==> config.mk <==
export PLATFORM = sky130hd
export DESIGN_NAME = seg_disp_sched
export DESIGN_NICKNAME = d
export VERILOG_FILES = /design/src/rtl/seg_disp_sched.sv
export SDC_FILE = /design/constraint.sdc
export NUM_CORES = 1
export LEC_CHECK = 0
export CAP_MARGIN = 20
export CORE_MARGIN = 4
export CORE_UTILIZATION = 35
export DETAILED_ROUTE_END_ITERATION = 8
export PLACE_DENSITY = 0.66
export SETUP_SLACK_MARGIN = 0.2
export SLEW_MARGIN = 20
export SYNTH_ARGS = -nofsm -noshare
export SYNTH_HDL_FRONTEND = slang
export SYNTH_SLANG_ARGS = --single-unit
==> constraint.sdc <==
create_clock -name clk -period 6.11 [get_ports clk]
set_input_delay 1.222 -clock clk [delete_from_list [all_inputs] [get_ports clk]]
set_output_delay 1.222 -clock clk [all_outputs]
set_load 0.02 [all_outputs]
==> src/rtl/seg_disp_sched.sv <==
// Display scheduler: round-robin arbitration of four frame sources, frame latching,
// Start pulse generation for the serial 7-segment driver, periodic refresh and flash clock.
module seg_disp_sched #(
  parameter int unsigned SHIFT_CYCLES   = 160,
  parameter int unsigned REFRESH_CYCLES = 1_000_000,
  parameter int unsigned FLASH_DIV      = 25_000_000
) (
  input  logic         clk,
  input  logic         rst,
  input  logic [3:0]   req,
  input  logic [127:0] hexs_in,
  input  logic [31:0]  point_in,
  input  logic [31:0]  les_in,
  input  logic [3:0]   mode_in,
  output logic [3:0]   gnt,
  output logic [31:0]  Hexs,
  output logic [7:0]   point,
  output logic [7:0]   LES,
  output logic         SW0,
  output logic         Start,
  output logic         flash,
  output logic         busy,
  output logic [1:0]   last_src
);

  localparam int unsigned ShiftW = (SHIFT_CYCLES > 1) ? $clog2(SHIFT_CYCLES) : 1;
  localparam int unsigned RefW   = (REFRESH_CYCLES > 1) ? $clog2(REFRESH_CYCLES) : 1;
  localparam int unsigned FlashW = (FLASH_DIV > 1) ? $clog2(FLASH_DIV) : 1;

  localparam logic [ShiftW-1:0] ShiftLoad = ShiftW'(SHIFT_CYCLES - 1);
  localparam logic [RefW-1:0]   RefLast   = RefW'(REFRESH_CYCLES - 1);
  localparam logic [FlashW-1:0] FlashLast = FlashW'(FLASH_DIV - 1);

  typedef enum logic [1:0] {StIdle, StGrant, StSend, StWait} state_e;

  state_e              state_q;
  logic [1:0]          ptr_q;
  logic                frame_valid_q;
  logic [RefW-1:0]     ref_cnt_q;
  logic [ShiftW-1:0]   shift_cnt_q;
  logic [FlashW-1:0]   flash_cnt_q;

  logic [7:0] req_dbl;
  logic [7:0] req_rot;
  logic [1:0] offset;
  logic [1:0] winner;
  logic       any_req;

  // Rotate requests so bit k corresponds to source ptr+k; lowest set bit wins.
  always_comb begin
    req_dbl = {req, req};
    req_rot = req_dbl >> ptr_q;
    any_req = |req;
    offset  = 2'd0;
    for (int i = 3; i >= 0; i--) begin
      if (req_rot[i]) begin
        offset = 2'(i);
      end
    end
    winner = ptr_q + offset;
  end

  always_ff @(posedge clk or posedge rst) begin
    if (rst) begin
      state_q       <= StIdle;
      ptr_q         <= 2'd0;
      frame_valid_q <= 1'b0;
      ref_cnt_q     <= '0;
      shift_cnt_q   <= '0;
      gnt           <= 4'd0;
      Hexs          <= 32'd0;
      point         <= 8'd0;
      LES           <= 8'd0;
      SW0           <= 1'b0;
      Start         <= 1'b0;
      busy          <= 1'b0;
      last_src      <= 2'd0;
    end else begin
      gnt   <= 4'd0;
      Start <= 1'b0;
      unique case (state_q)
        StIdle: begin
          if (any_req) begin
            // A pending request always wins over a refresh timeout.
            state_q       <= StGrant;
            gnt           <= 4'b0001 << winner;
            Hexs          <= hexs_in[{winner, 5'd0} +: 32];
            point         <= point_in[{winner, 3'd0} +: 8];
            LES           <= les_in[{winner, 3'd0} +: 8];
            SW0           <= mode_in[winner];
            last_src      <= winner;
            ptr_q         <= winner + 2'd1;
            frame_valid_q <= 1'b1;
            busy          <= 1'b1;
            ref_cnt_q     <= '0;
          end else if (frame_valid_q && (ref_cnt_q == RefLast)) begin
            state_q   <= StSend;
            Start     <= 1'b1;
            busy      <= 1'b1;
            ref_cnt_q <= '0;
          end else if (frame_valid_q) begin
            ref_cnt_q <= ref_cnt_q + 1'b1;
          end
        end
        StGrant: begin
          Start   <= 1'b1;
          state_q <= StSend;
        end
        StSend: begin
          shift_cnt_q <= ShiftLoad;
          state_q     <= StWait;
        end
        StWait: begin
          if (shift_cnt_q == '0) begin
            state_q <= StIdle;
            busy    <= 1'b0;
          end else begin
            shift_cnt_q <= shift_cnt_q - 1'b1;
          end
        end
        default: state_q <= StIdle;
      endcase
    end
  end

  // Free-running flash divider, independent of the scheduler.
  always_ff @(posedge clk or posedge rst) begin
    if (rst) begin
      flash_cnt_q <= '0;
      flash       <= 1'b0;
    end else if (flash_cnt_q == FlashLast) begin
      flash_cnt_q <= '0;
      flash       <= ~flash;
    end else begin
      flash_cnt_q <= flash_cnt_q + 1'b1;
    end
  end

endmodule

=== Yosys cells after proc, flatten, opt, wreduce, memory -nomap -nowiden ===
Index checks and enable logic that the tools add are counted.

* Register bits after elaboration: 116
* Input port bits: 202
* Output and inout bits: 58
* Logic and storage cells: 72

* Add/subtract/negate cells: 5
* Order comparisons: 1
* Equal/unequal tests: 8
* Shift operators: 5
* Muxes and demuxes: 25
* Bitwise operators: 1
* Reduce and logical (&&, ||, !) cells: 12

{| class="wikitable"
|+ Operator list
! operator !! count
|-
| $shiftx 128x8->32 || 1
|-
| $shiftx 32x6->8 || 2
|-
| $mux 20 || 3
|-
| $add 25x1->25 const B || 1
|-
| $eq 25x25->1 const B || 1
|-
| $mux 25 || 1
|-
| $add 20x1->20 const B || 1
|-
| $eq 20x20->1 const B || 1
|-
| $pmux 8 s2 || 1
|-
| $mux 2 || 7
|-
| $logic_not 8->1 || 1
|-
| $mux 4 || 2
|-
| $mux 8 || 1
|-
| $pmux 2 s4 || 1
|-
| $reduce_and 2->1 || 4
|-
| $shr 8x2->4 || 1
|-
| $sub 8x1->8 const B || 1
|-
| $mux 1 || 6
|-
| $eq 2x2->1 const B || 2
|-
| $ne 2x2->1 const B || 2
|-
| $pmux 1 s2 || 2
|-
| $reduce_bool 2->1 || 2
|-
| $reduce_or 4->1 || 1
|-
| $shl 1x2->4 const A || 1
|-
| 11 further kinds || 11
|}

=== Depth between registers and ports, before layout ===
* Depth after elaboration: 9
* Mapped depth: 13
* Mapped depth without buffers: 10

=== Least setup slack after synthesis ===
No wires, ideal clock.

* Kind: input-to-reg
* Start point: input req[2]
* End point: register Hexs[26]
* Setup time: 0.089 ns
* Arrival: 3.481 ns
* Data required time: 6.021 ns
* Setup slack: 2.540 ns
* Stages: 13
* Buffers on the path: 4
* Cells stage by stage: buf_2 -> and3b_1 -> a21oi_1 -> nor2_1 -> a21oi_1 -> o221ai_1 -> ha_1 -> clkbuf_1 -> clkbuf_1 -> clkbuf_1 -> nand2_1 -> mux2_4 -> o221ai_2

* Word-level cells in the longest chain between the ends: 7
* Elaborated cells between the ends (all ways): 9
* Those cells by class: add/sub (1); shift (2); mux (4); reduce/logical (2)

{| class="wikitable"
|+ RTL lines
! what !! RTL line !! source
|-
| start: declaration || 10 || <nowiki>input logic [3:0] req,</nowiki>
|-
| $shr 8x2->4 (*) || 52 || <nowiki>req_rot = req_dbl >> ptr_q;</nowiki>
|-
| $mux 2 (3 in series) || 56 || <nowiki>if (req_rot[i]) begin</nowiki>
|-
| $mux 2 (*) || 56 ||
|-
| $add 2x2->2 (*) || 60 || <nowiki>winner = ptr_q + offset;</nowiki>
|-
| named net winner[0] || 46 || <nowiki>logic [1:0] winner;</nowiki>
|-
| $shiftx 128x8->32 (*) || 87 || <nowiki>Hexs <= hexs_in[{winner, 5'd0} +: 32];</nowiki>
|-
| end signal: assignment || 87 ||
|-
| end: declaration || 16 || <nowiki>output logic [31:0] Hexs,</nowiki>
|}

Mark *: on every way through the listed nets, which the timed path passes. The rest lies on a longest branch.
A chain may end at the register's enable or synchronous reset.

=== Worst setup path in the final report ===
* Start point: input req[1]
* End point: register point[0]

* Word-level cells in the longest chain between the ends: 7
* Elaborated cells between the ends (all ways): 9
* Those cells by class: add/sub (1); shift (2); mux (4); reduce/logical (2)

{| class="wikitable"
|+ RTL lines
! what !! RTL line !! source
|-
| $shr 8x2->4 || 52 ||
|-
| $mux 2 (4 in series) || 56 ||
|-
| $add 2x2->2 || 60 ||
|-
| $shiftx 32x6->8 || 88 || <nowiki>point <= point_in[{winner, 3'd0} +: 8];</nowiki>
|-
| end signal: assignment || 88 ||
|-
| end: declaration || 17 || <nowiki>output logic [7:0] point,</nowiki>
|}

Several ways; a longest one is shown, not always the timed one.

==> key figures <==
Critical path
  – CP endpoint: point[0]
  – CP endpoint kind: flop
  – Worst Path Required: 6.42 ns
  – Arrival @ worst endpoint: 4.65 ns
  – Critical path origin: req[1]
  – R2R Path Start: ptr_q[0]
  – Critical path launch point type: input port
  – RR Endpoint: point[0]
  – Worst R2R Setup Slack: 2.68 ns
  – Crit Path Class: in2reg
  – Critical Path Fanout Max: 31
  – Reg2Reg Depth: 12

CTS
  – Worst skew pair latency: 0.41 ns
  – Longest Clk Path Bufs: 2
  – Root buffer cell: clkbuf_16
  – H-tree depth: 4
  – Post-CTS Hold Fix Bufs: 0
  – CTS tree: yes
  – CTS Buf Count: 17
  – Sink Count: 116
  – Clk slew on worst S/H paths: 0.05 ns
  – Resized cells post-CTS: 0
  – Postcts setup bufs: 0

GRT
  – Initial antenna violation count: 3
  – Grt ovf: 0
  – First-pass GRT wire length: 35300 um
  – Vias in the first global route: 6570
  – Largest net degree at the start of global routing: 64
  – GRT Util Overall: 18.5%

Die
  – Row count: 53
  – Initial Util: 35.6%
  – Die Area: 23800 sq um
  – Die W: 154 um
  – Top-Level Pins: 260
  – Core ar.: 21100 sq um
  – Die Y-Extent: 154 um

Cells and area
  – Fillers: 1945
  – Layout cell share with drive strength beyond 1: 14.3%
  – Final core utilization: 52.1%
  – NumNets Final: 1218
  – Final non-filler cell total: 1298
  – Post-route cell area: 11000 sq um
  – Area delta synth->final: 46.4%

Detailed routing
  – Initial DRC Count: 344
  – Wire length on met2: 11100 um
  – DRT Pass-1 Iters: 4
  – Uppermost layer routed: met4
  – Detail Route Antenna Nets: 0
  – Drt wl/cell: 17.1 um
  – Met3 wire len: 1650 um
  – Via Count: 6533
  – DRT met1 WL: 9170 um
  – DR vias/cell: 5.03
  – Wirelength, routed: 22300 um
  – Residual DRC: 0

Power
  – Sw power: 2.46 mW
  – Register share of total power: 19.3%
  – PwrDens: 537 nW/um^2
  – Maximum vdd drop: 0.322 mV
  – Leakage power: 4.59 nW
  – Clock power share: 18.2%
  – Internal power: 3.44 mW
  – Switching Fraction: 41.7%
  – Comb pwr share: 62.5%

Timing
  – Max Fclk: 230 MHz
  – Setup TNS Final: 0 ns
  – Setup violations, final: 0
  – Clock period minus worst slack: 4.34 ns
  – Max_slew headroom: 35.0%
  – RSZ-0062 raised after global routing: false
  – Final hold vios: 0
  – Worst Hold Slack: 0.473 ns
  – Fin. max-slew vios: 0
  – Slew @ Worst Pin: 0.975 ns
  – Clock Skews: 0.0101 ns
  – Final worst path period share: 71.0%

Placed design
  – Final Wtd Congestion: 0.812
  – Placed Cells: 1263
  – Detail Placement HPWL: 16100 um
  – Placed cell area: 10300 sq um
  – PortBufs: 259

Synthesis
  – Largest area contributor in the netlist: dfrtp_1
  – Number of enable flip-flop cells after synthesis: 0
  – Top-count cell post-synth: nand2_1
  – Largest cells by area after synthesis: dfrtp_1, nand2_1, mux2_4
  – Synthesized Nets: 981
  – Register area share after synthesis: 38.7%
  – Post-Synthesis Cells: 770
  – Top-area cell type share of the netlist area: 38.7%
  – Post-synthesis cell type count: 54
  – YS warnings: 0
  – Cell Area, Synth: 7500 sq um
  – Syn_area_per_cell: 9.75 sq um
  – Synth Flop Type: dfrtp_1
  – Yosys reg bits: 116
  – Post-synthesis async set-or-reset flop share: 100%
  – Post-synth top cells: nand2_1, dfrtp_1, mux2i_1

Hold path
  – Worst min path class: reg2reg

Job
  – Max Cap Viol: 0

Status
  – Status: complete, no violations
==> placed cells by master, fill, tap and decap left out, types with 3 or more instances in the layout <==
cell type	synthesis	layout
clkdlybuf4s50_1	0	259
o22ai_1	4	4
nand2_1	202	201
buf_4	5	6
nand4_1	7	7
diode_2	0	3
nor4b_1	3	3
nor3b_1	4	4
o21ai_0	29	29
o2bb2ai_1	6	6
nand3_1	20	20
and2_1	6	6
o31ai_1	4	4
nor4_1	5	5
ha_1	9	8
clkinv_4	0	3
mux2_4	47	47
nor3_1	13	13
a21oi_1	15	15
dfrtp_1	116	116
bufinv_16	0	4
o221ai_2	47	47
and3_1	10	10
xnor2_1	16	16
mux2_1	3	3
nor2_1	40	40
inv_1	12	11
clkbuf_16	0	17
mux2i_1	53	53
o221ai_1	3	3
o211ai_1	4	4
xor2_1	11	11
clkinvlp_4	0	3
==> critical path, stage by stage <==
cell	delay, ns
clkdlybuf4s50_1	0.64
and3b_1	0.21
a21oi_1	0.11
nor2_1	0.05
a21oi_1	0.13
o221ai_1	0.19
ha_4	0.21
xor2_1	0.54
xnor2_4	0.30
buf_16	0.24
buf_12	0.27
mux2_4	0.34
o221ai_2	0.16
==> flip-flops by register name, summed over array words and instances, names as in the netlist <==
signal         count
Start              1
point              8
flash_cnt_q       25
flash              1
state_q            2
busy               1
shift_cnt_q        8
gnt                4
frame_valid_q      1
ref_cnt_q         20
last_src           2
LES                8
Hexs              32
ptr_q              2
SW0                1
==> final cells by class <==
type | instances | area (sq um) | share of cell area [%]
Multi-Input combinational cell | 591 | 4340 | 39.5
Inverter | 13 | 51.3 | 0.467
Clock inverter | 12 | 179 | 1.63
Antenna cell | 3 | 7.51 | 0.0683
Timing Repair Buffer | 268 | 2710 | 24.6
Tap cell | 275 | 344 | 3.13
Sequential cell | 116 | 2900 | 26.4
Clock buffer | 20 | 457 | 4.16
==> power by group through the flow <==
stage | logic [mW] | registers, mW | clock network (mW)
after floorplan | 2.51 | 1.33 | 0
after global placement | 3.66 | 1.14 | 0
after detailed placement | 3.75 | 1.14 | 0
after CTS | 3.75 | 1.14 | 1.09
after global routing | 4.00 | 1.17 | 1.13
final | 3.69 | 1.14 | 1.07
==> metrics by stage <==
step | power [mW] | setup slack [ns]
final | 5.90 | 1.77
after global routing | 6.30 | 1.59
after CTS | 5.98 | 1.77
after detailed placement | 4.89 | 1.35
after global placement | 4.80 | 1.15
after floorplan | 3.84 | 1.82
==> how the worst min path moves through the flow <==
stage / cells after the start / startpoint / to / slack (ns)
6_report: 1 / flash_cnt_q[20] / flash_cnt_q[20] / 0.47
5_1_grt: 1 / flash_cnt_q[4] / flash_cnt_q[4] / 0.51
4_1_cts: 1 / flash_cnt_q[20] / flash_cnt_q[20] / 0.48
3_5_place_dp: 1 / flash_cnt_q[4] / flash_cnt_q[4] / 0.46
2_1_floorplan: 1 / flash_cnt_q[20] / flash_cnt_q[20] / 0.44
3_3_place_gp: 1 / flash_cnt_q[4] / flash_cnt_q[4] / 0.46
==> routing by layer <==
| metal | vias to the layer above | GRT usage, % |
|---|---|---|
| met5 | - | 0 |
| met4 | 0 | 5.47 |
| met3 | 22 | 6.16 |
| met2 | 196 | 30.5 |
| met1 | 3079 | 23.2 |
| li1 | 3236 | - |
==> cell families after synthesis <==
logic type / count (synthesis) / synth area share [%]
and+or+nand+nor: 327 / 19.3
AOI/OAI and AO/OA: 123 / 15.9
DFF: 116 / 38.7
muxes: 103 / 16.9
buffers and inverters: 63 / 3.95
xor gates and xnor gates: 29 / 3.73
adders and majority gates: 9 / 1.50
Power figures use the tool's default switching activity.
